$ cat src/rtl/i2s_tx_sample_feeder.sv
// i2s_tx_sample_feeder: packs interleaved L/R AXI4-Stream words into a stereo-pair
// FIFO and presents one pair per next_dac_sample pulse to the I2S transmitter.
// Optional build macro: UNDERRUN_MUTE_EN (zero the outputs on an underrun pop).
module i2s_tx_sample_feeder #(
  parameter int DATA_WIDTH      = 32,
  parameter int AUDIO_WIDTH     = 24,
  parameter int FIFO_DEPTH_LOG2 = 4
) (
  input  logic                       clk_125,
  input  logic                       S_AXIS_ARESETN,
  input  logic                       S_AXIS_TVALID,
  input  logic [DATA_WIDTH-1:0]      S_AXIS_TDATA,
  input  logic                       S_AXIS_TLAST,
  output logic                       S_AXIS_TREADY,
  input  logic                       next_dac_sample,
  output logic [AUDIO_WIDTH-1:0]     hphone_l,
  output logic                       hphone_l_valid,
  output logic [AUDIO_WIDTH-1:0]     hphone_r,
  output logic                       hphone_r_valid,
  output logic [FIFO_DEPTH_LOG2:0]   fifo_level,
  output logic [15:0]                underrun_count,
  output logic [7:0]                 frame_err_count
);

  localparam int DEPTH = 2 ** FIFO_DEPTH_LOG2;
  localparam int LW    = FIFO_DEPTH_LOG2 + 1;

  typedef enum logic [1:0] {ST_LEFT, ST_RIGHT, ST_RESYNC} asm_state_t;

  asm_state_t                   state;
  logic [AUDIO_WIDTH-1:0]       left_hold;
  logic [2*AUDIO_WIDTH-1:0]     mem [DEPTH];
  logic [FIFO_DEPTH_LOG2-1:0]   wr_ptr;
  logic [FIFO_DEPTH_LOG2-1:0]   rd_ptr;
  logic [AUDIO_WIDTH-1:0]       sample;
  logic                         full;
  logic                         empty;
  logic                         beat;
  logic                         wr_en;
  logic                         pop_en;
  logic                         underrun;
  logic                         frame_err;
  logic                         unused_tdata_lsbs;

  // Samples are MSB-justified in the stream word; the low bits carry nothing.
  assign sample            = S_AXIS_TDATA[DATA_WIDTH-1 -: AUDIO_WIDTH];
  assign unused_tdata_lsbs = ^S_AXIS_TDATA[DATA_WIDTH-AUDIO_WIDTH-1:0];

  assign full  = (fifo_level == LW'(DEPTH));
  assign empty = (fifo_level == '0);

  // Entering RIGHT already implies a free slot (only writer), so only LEFT gates on full.
  assign S_AXIS_TREADY = (state == ST_LEFT) ? !full : 1'b1;
  assign beat          = S_AXIS_TVALID && S_AXIS_TREADY;
  assign wr_en         = beat && (state == ST_RIGHT) && S_AXIS_TLAST;
  assign frame_err     = beat && (((state == ST_LEFT)  &&  S_AXIS_TLAST) ||
                                  ((state == ST_RIGHT) && !S_AXIS_TLAST));
  // Emptiness is judged before this cycle's write: a same-cycle write is never bypassed.
  assign pop_en        = next_dac_sample && !empty;
  assign underrun      = next_dac_sample &&  empty;

  // Input assembler: pairs left/right beats and resynchronises on TLAST after a framing slip.
  always_ff @(posedge clk_125 or negedge S_AXIS_ARESETN) begin
    if (!S_AXIS_ARESETN) begin
      state     <= ST_LEFT;
      left_hold <= '0;
    end else if (beat) begin
      case (state)
        ST_LEFT: begin
          if (!S_AXIS_TLAST) begin
            left_hold <= sample;
            state     <= ST_RIGHT;
          end
        end
        ST_RIGHT:  state <= S_AXIS_TLAST ? ST_LEFT : ST_RESYNC;
        ST_RESYNC: if (S_AXIS_TLAST) state <= ST_LEFT;
        default:   state <= ST_LEFT;
      endcase
    end
  end

  // Pair storage; contents need no reset since level/pointers define validity.
  always_ff @(posedge clk_125) begin
    if (wr_en) mem[wr_ptr] <= {left_hold, sample};
  end

  // FIFO pointers and occupancy; pointers wrap naturally modulo depth.
  always_ff @(posedge clk_125 or negedge S_AXIS_ARESETN) begin
    if (!S_AXIS_ARESETN) begin
      wr_ptr     <= '0;
      rd_ptr     <= '0;
      fifo_level <= '0;
    end else begin
      if (wr_en)  wr_ptr <= wr_ptr + 1'b1;
      if (pop_en) rd_ptr <= rd_ptr + 1'b1;
      case ({wr_en, pop_en})
        2'b10:   fifo_level <= fifo_level + 1'b1;
        2'b01:   fifo_level <= fifo_level - 1'b1;
        default: fifo_level <= fifo_level;
      endcase
    end
  end

  // Output pair register: loads the head on a good pop, holds (or mutes) on an underrun.
  always_ff @(posedge clk_125 or negedge S_AXIS_ARESETN) begin
    if (!S_AXIS_ARESETN) begin
      hphone_l       <= '0;
      hphone_r       <= '0;
      hphone_l_valid <= 1'b0;
      hphone_r_valid <= 1'b0;
    end else begin
      hphone_l_valid <= pop_en;
      hphone_r_valid <= pop_en;
      if (pop_en) begin
        {hphone_l, hphone_r} <= mem[rd_ptr];
      end
`ifdef UNDERRUN_MUTE_EN
      else if (underrun) begin
        hphone_l <= '0;
        hphone_r <= '0;
      end
`endif
    end
  end

  // Software-visible error counters, saturating at all-ones.
  always_ff @(posedge clk_125 or negedge S_AXIS_ARESETN) begin
    if (!S_AXIS_ARESETN) begin
      underrun_count  <= '0;
      frame_err_count <= '0;
    end else begin
      if (underrun && (underrun_count != 16'hFFFF))
        underrun_count <= underrun_count + 1'b1;
      if (frame_err && (frame_err_count != 8'hFF))
        frame_err_count <= frame_err_count + 1'b1;
    end
  end

endmodule

$ cat config.mk
export PLATFORM = sky130hd
export DESIGN_NAME = i2s_tx_sample_feeder
export DESIGN_NICKNAME = d
export VERILOG_FILES = /design/src/rtl/i2s_tx_sample_feeder.sv
export SDC_FILE = /design/constraint.sdc
export NUM_CORES = 1
export LEC_CHECK = 0
export BUFFER_PORTS_ARGS = -buffer_cell sky130_fd_sc_hd__buf_2
export CAP_MARGIN = 20
export CORE_MARGIN = 8
export CORE_UTILIZATION = 60
export CTS_BUF_LIST = sky130_fd_sc_hd__clkbuf_8
export DETAILED_ROUTE_END_ITERATION = 10
export PLACE_DENSITY = 0.85
export SETUP_SLACK_MARGIN = 0.2
export SYNTH_ARGS = -nofsm -noshare
export SYNTH_HDL_FRONTEND = slang
export SYNTH_SLANG_ARGS = --single-unit
export TNS_END_PERCENT = 5
$ cat constraint.sdc
create_clock -name clk_125 -period 5.8 [get_ports clk_125]
set_input_delay 0.29 -clock clk_125 [delete_from_list [all_inputs] [get_ports clk_125]]
set_output_delay 0.29 -clock clk_125 [all_outputs]
set_load 0.005 [all_outputs]
==> impl_metrics.csv, run 1 <==
group,metric,value,unit
outcome,status,"finished, final reports clean",
layout,mostFrequentLayoutCells,"edfxtp_1 (768), mux4_2 (192), clkbuf_8 (161)",
placement,gp_congestion,0.769,
grt,grt_max_degree,127,
layout,syn_to_final_growth,12.7,%
placement,portBuffers,108,
grt,grt.overflow.total,0,
floorplan,core,0.0561,mm2
setup_path,required,6.42,ns
floorplan,pin_count,117,
setup_path,reg2reg_depth,9,
floorplan,die_h,253,um
synthesis,synth_edf_count,768,
clocking,postCtsSetupBuffers,0,
setup_path,r2r-end,"fifo_level[4]",
power,p_leak,12.7,nW
timing,rsz0062_at_grt,"false",
routing,num_vias,17200,
synthesis,async_flop_share,0.127,
setup_path,slowest_delay,0.62,ns
setup_path,reg2reg_slack,2.41,ns
timing,tightest_slew,1.13,ns
setup_path,cp_data_arrival_time,4.01,ns
clocking,cts-buffers-inserted,137,
clocking,cts-resized-gates,0,
clocking,root_buffer,"clkbuf_8",
job,drv_cap,0,
power,p_per_area,461,mW/mm2
setup_path,cp_top_family,"compound AO/OA/AOI/OAI gates",
routing,wl_per_cell,28.8,um
routing,drt_iter0_markers,1960,
layout,nets,1819,
timing,min_period_over_period,0.584,
timing,skew,0.0275,ns
clocking,cts_tree,"yes",
floorplan,die-width,253,um
power,vdd_ir_drop_max,0.388,mV
synthesis,ys_seq_area_frac,0.765,
timing,setup_ws,2.41,ns
timing,hold_violations,0,
placement,dp_hpwl,39400,um
routing,drt_pass1_iterations,6,
setup_path,cp_slowest_cell,"or4_4",
grt,track_usage,0.235,
clocking,clk_latency,0.76,ns
setup_path,critPathCaptureType,"register",
layout,drive_gt1_frac,0.348,
layout,final_common_cell,"edfxtp_1",
setup_path,crit_path_cell_trace,"or4_4 > o21a_4 > ha_1 > xor2_1 > ha_1 > o211a_1 > o31ai_1 > a31oi_1 > xor2_1",
synthesis,ys_warn_count,0,
clocking,cts.reportedPaths.clkPinSlew,0.06,ns
setup_path,crit_buf_inv,0,
timing,fmaxAchievable,295,MHz
floorplan,rows,87,
grt,antenna_found_initial,2,
clocking,htree_levels,4,
setup_path,worstReg2RegStart,"fifo_level[2]",
routing,vias_per_cell,6.51,
synthesis,netlist_instances,1557,
timing,setup_tns,0,ns
timing,fin_crit,3.39,ns
setup_path,start_kind,"register",
timing,relSlewSlack,0.244,
timing,slew_violations,0,
timing,finalSetupViolCount,0,
floorplan,die-area,0.0642,mm2
routing,ant_nets,0,
worst_hold_path,min_path_type,"in2async",
synthesis,postSynthAreaPerCell,21.7,um2
synthesis,yosysUniqueCellTypes,51,
synthesis,ys_ff_latch,880,
synthesis,ys.flop_type,"edfxtp_1",
setup_path,critPathKind,"reg2reg",
clocking,cts_hold_buf,28,
floorplan,initial_core_util,0.603,
synthesis,syn-num-nets,1605,
clocking,clk_path_buf_depth,3,
grt,grt_pass1_vias,17900,
grt,grt_pass1_wl,111000,um
synthesis,syn_area,0.0338,mm2
routing,drc,0,
setup_path,cp_max_fo,60,
routing,totalWireLength,75900,um
placement,dp_slack,2.49,ns
clocking,clock_sinks,880,
logic make-up after synthesis:
logic type	share of synthesized area
and+or+nand+nor	0.0158
DFF	0.765
muxes	0.154
adders and majority gates	0.00407
AOI/OAI and AO/OA	0.0368
buffers and inverters	0.0164
xor gates and xnor gates	0.00803
stage by stage:
| stage | cell area, um2 | power, mW | instances | hold WS, ns | util |
|---|---|---|---|---|---|
| 6_report | 38100 | 17.6 | 2639 | 0.154 | 0.680 |
| 5_1_grt | 38100 | 18.3 | 2638 | 0.160 | 0.680 |
| 4_1_cts | 38000 | 17.6 | 2634 | 0.115 | 0.679 |
| 3_5_place_dp | 35100 | 12.7 | 2358 | 0.376 | 0.627 |
| 3_3_place_gp | 35100 | 12.5 | 2358 | 0.364 | 0.627 |
| 2_1_floorplan | 33800 | 11.4 | 1557 | -0.00559 | - |
worst max path at each step:
| stage | to | cells past startpoint | start | slack [ns] |
|---|---|---|---|---|
| detailed placement | fifo_level[4] | 9 | fifo_level[2] | 2.49 |
| global placement | fifo_level[4] | 9 | fifo_level[2] | 2.58 |
| finish | fifo_level[4] | 9 | fifo_level[2] | 2.41 |
| CTS | fifo_level[4] | 9 | fifo_level[2] | 2.48 |
| floorplan | mem[3][0] | 5 | state[1] | 0.83 |
| global route | fifo_level[4] | 9 | fifo_level[2] | 2.26 |
metal layers:
metal	global-route usage	share of wire	wire length, um
met5	0	0	0
met4	0.0981	0.029	2220
met3	0.0603	0.10	7880
met2	0.379	0.50	37900
met1	0.307	0.37	27800
state kept, by name, indices dropped and copies added, names as in the netlist:
| signal | flops |
|---|---|
| mem | 768 |
| rd_ptr | 4 |
| hphone_r_valid | 1 |
| frame_err_count | 8 |
| wr_ptr | 4 |
| left_hold | 24 |
| state | 2 |
| hphone_l | 24 |
| fifo_level | 5 |
| hphone_r | 24 |
| underrun_count | 16 |
power breakdown:
| part | switching [mW] | internal [mW] | total (mW) | leakage, nW |
|---|---|---|---|---|
| combinational | 1.92 | 2.11 | 4.03 | 2.98 |
| sequential | 0.969 | 7.67 | 8.64 | 8.22 |
| clock | 2.34 | 2.57 | 4.91 | 1.52 |
synth_stat cells, drive strengths merged (12+ instances only):
master,n,share of area
clkbuf,32,0.0036
mux4,192,0.13
nor2,19,0.0021
edfxtp,768,0.68
nand2,16,0.0018
a21oi,57,0.011
dfrtp,112,0.083
nand3,12,0.0018
o22ai,96,0.021
mux2,77,0.026
xor2,13,0.0034
xnor2,18,0.0047
buf,60,0.012
cell type report:
cell class | count | area (um2)
diodes | 3 | 7.51
clock buffers | 161 | 2220
clock inverters | 87 | 400
fillers | 3199 | 18000
inverters | 6 | 22.5
multi-input cells | 579 | 7510
flip-flops and latches | 880 | 25900
well taps | 756 | 946
repair buffers | 167 | 1120
(Power assumes the default switching activity.)
==> inputs of run 2 (changes only) <==
Settings changed: ABC_AREA set to 1, CORE_UTILIZATION 60 to 58, PLACE_DENSITY 0.85 to 0.86.
Clock period 5.8 ns to 2.7 ns, I/O delays scaled along.
==> run 2 against run 1 <==
Against the previous run:
- via count grew 45%
- clock skew grew 0.015 ns
- register-to-register slack lost 2.0 ns
- wire length grew 18%
- non-clock buffer count grew 36
- sequential cell count is the same
- critical endpoint is now hphone_l[22]
- largest cell class unchanged
- highest routed layer unchanged
==> impl_metrics.csv, run 2 <==
group,metric,value,unit
clocking,clk_latency,0.80,ns
synthesis,synth_edf_count,768,
synthesis,yosysUniqueCellTypes,33,
placement,dp_slack,0.427,ns
floorplan,die_h,264,um
synthesis,synthTopCellsByCount,"nand2_1 (1277), edfxtp_1 (768), nand3_1 (547)",
routing,wl_per_cell,21.4,um
setup_path,start_kind,"register",
clocking,cts-buffers-inserted,134,
placement,dp_hpwl,46100,um
layout,drive_gt1_frac,0.119,
synthesis,ys_seq_area_frac,0.726,
grt,grt_pass1_vias,25500,
setup_path,critPathKind,"reg2reg",
floorplan,die-width,264,um
clocking,clock_sinks,880,
layout,regMostFlops,"mem",
job,drv_cap,0,
routing,drt_iter0_markers,3182,
grt,grt_pass1_wl,138000,um
timing,skew,0.0429,ns
setup_path,worstReg2RegStart,"rd_ptr[0]",
placement,portBuffers,108,
grt,met2_usage,0.427,
synthesis,synthTopCellsByArea,"edfxtp_1 (65%), nand2_1 (13%), dfrtp_1 (7.9%)",
setup_path,crit_start,"rd_ptr[0]",
worst_hold_path,worstHoldStart,"S_AXIS_TDATA[8]",
setup_path,cp_max_fo,95,
synthesis,yosysMostFrequentCell,"nand2_1",
synthesis,postSynthAreaPerCell,11.4,um2
power,vdd_ir_drop_max,0.814,mV
power,power,41.4,mW
synthesis,ys_warn_count,0,
timing,fmaxAchievable,434,MHz
clocking,clk_path_buf_depth,3,
timing,setup_ws,0.394,ns
grt,grt.overflow.total,0,
worst_hold_path,min_path_type,"in2reg",
clocking,htree_levels,4,
clocking,cts_tree,"yes",
timing,tightest_slew,0.905,ns
synthesis,async_flop_share,0.127,
layout,nets,3331,
synthesis,netlist_instances,3115,
floorplan,die-area,0.0696,mm2
timing,min_period_over_period,0.854,
routing,totalWireLength,89700,um
grt,use_met1,0.304,
synthesis,syn_area,0.0356,mm2
grt,grt_max_degree,96,
synthesis,yosys.area.top_type,"edfxtp_1",
power,p_per_area,1030,mW/mm2
layout,final_util,0.656,
grt,antenna_found_initial,3,
clocking,root_buffer,"clkbuf_8",
timing,relSlewSlack,0.396,
floorplan,rows,91,
routing,vias_per_cell,5.96,
layout,syn_to_final_growth,12.8,%
synthesis,synth.top_cell.area_share,0.647,
timing,slew_violations,0,
timing,finalSetupViolCount,0,
setup_path,cp_data_arrival_time,3.02,ns
power,p_leak,15.9,nW
layout,largest_register_ffs,768,
placement,gp_congestion,0.821,
setup_path,critPathCaptureType,"register",
floorplan,initial_core_util,0.582,
floorplan,pin_count,117,
routing,ant_nets,0,
grt,globalRouteMet3Util,0.0601,
timing,fin_crit,2.31,ns
setup_path,required,3.41,ns
synthesis,syn-num-nets,3163,
synthesis,ys_ff_latch,880,
routing,drc,0,
layout,finalNonFillerCells,4184,
grt,track_usage,0.255,
outcome,status,"finished, final reports clean",
layout,final_common_cell,"nand2_1",
grt,grt.busiest_layer,"met2",
synthesis,ys.flop_type,"edfxtp_1",
timing,rsz0062_at_grt,"true",
floorplan,core,0.0613,mm2
clocking,cts.reportedPaths.clkPinSlew,0.07,ns
placement,dp.cells,3905,
routing,drt_pass1_iterations,8,
routing,num_vias,24900,
layout,mostFrequentLayoutCells,"nand2_1 (1276), edfxtp_1 (768), nand3_1 (547)",
timing,hold_violations,0,
-- run 2: cell types whose count changed after synthesis, sizes merged, moves of 77 or more --
cell	before	now
nand3	12	549
mux2	77	0
nand2	16	1280
mux4	192	0
o22ai	96	0
buf	60	144
-- run 2: kinds of logic after synthesis --
logic type                 after synthesis  share of synthesized area
AOI/OAI and AO/OA                       81                     0.0124
xor gates and xnor gates                26                    0.00639
adders and majority gates               11                    0.00386
buffers and inverters                  240                     0.0319
DFF                                    880                      0.726
and+or+nand+nor                       1877                      0.219
-- run 2: worst max-delay path, cell delays in order (launching register included) --
cell and delay, ns:
dfrtp_4 0.47, buf_12 0.38, buf_4 0.47, nand2_1 0.12
nand3_1 0.13, nand3_1 0.12, nand2_1 0.08, nand2_1 0.07
nand2_1 0.14, nand2_1 0.08, nand2_1 0.08
-- run 2: timing repair --
action | in CTS | in global routing
resized for setup | 0 | 1
hold buffers | 32 | 0
endpoints found under the setup margin | 0 | 6
setup buffers | 0 | 0
endpoints found under the hold margin | 552 | 0
-- run 2: layout make-up --
type | count | area, um2
Sequential cell | 880 | 25900
Fill cell | 3994 | 21100
Multi-Input combinational cell | 1995 | 8750
Clock buffer | 149 | 2050
Timing Repair Buffer | 203 | 1750
Tap cell | 790 | 988
Clock inverter | 95 | 479
Inverter | 69 | 279
Antenna cell | 3 | 7.51
-- run 2: routing by layer --
metal / share of wire / up-vias
met5: 0 / -
met4: 0.050 / 0
met3: 0.11 / 365
met2: 0.49 / 1772
met1: 0.35 / 11800
li1: - / 11000
-- run 2: power by group --
group | internal (mW) | switching (mW) | leakage (nW) | total, mW
Combinational | 3.95 | 9.03 | 6.08 | 13.0
Sequential | 16.6 | 1.38 | 8.34 | 18.0
Clock | 5.29 | 5.12 | 1.45 | 10.4
Total | 25.8 | 15.5 | 15.9 | 41.4
-- run 2: worst paths after layout --
path	endpoint	slack, ns	cells after the start
setup / recovery	hphone_l[22]	0.39	10
hold / removal	mem[14][0]	0.30	2
setup reg to reg	hphone_l[22]	0.39	10
hold reg to reg	hphone_l[16]	0.47	2
max in group asynchronous	rd_ptr[0]	1.90	4
min in group asynchronous	left_hold[22]	0.48	4
-- run 2: stage by stage --
stage	hold WS, ns	area, um2	TNS [ns]
after detailed placement	0.164	37300	0
after global routing	0.286	40200	0
after CTS	0.246	40200	0
final	0.302	40200	0
after floorplan	-0.161	35700	-13.44
after global placement	0.164	37300	0
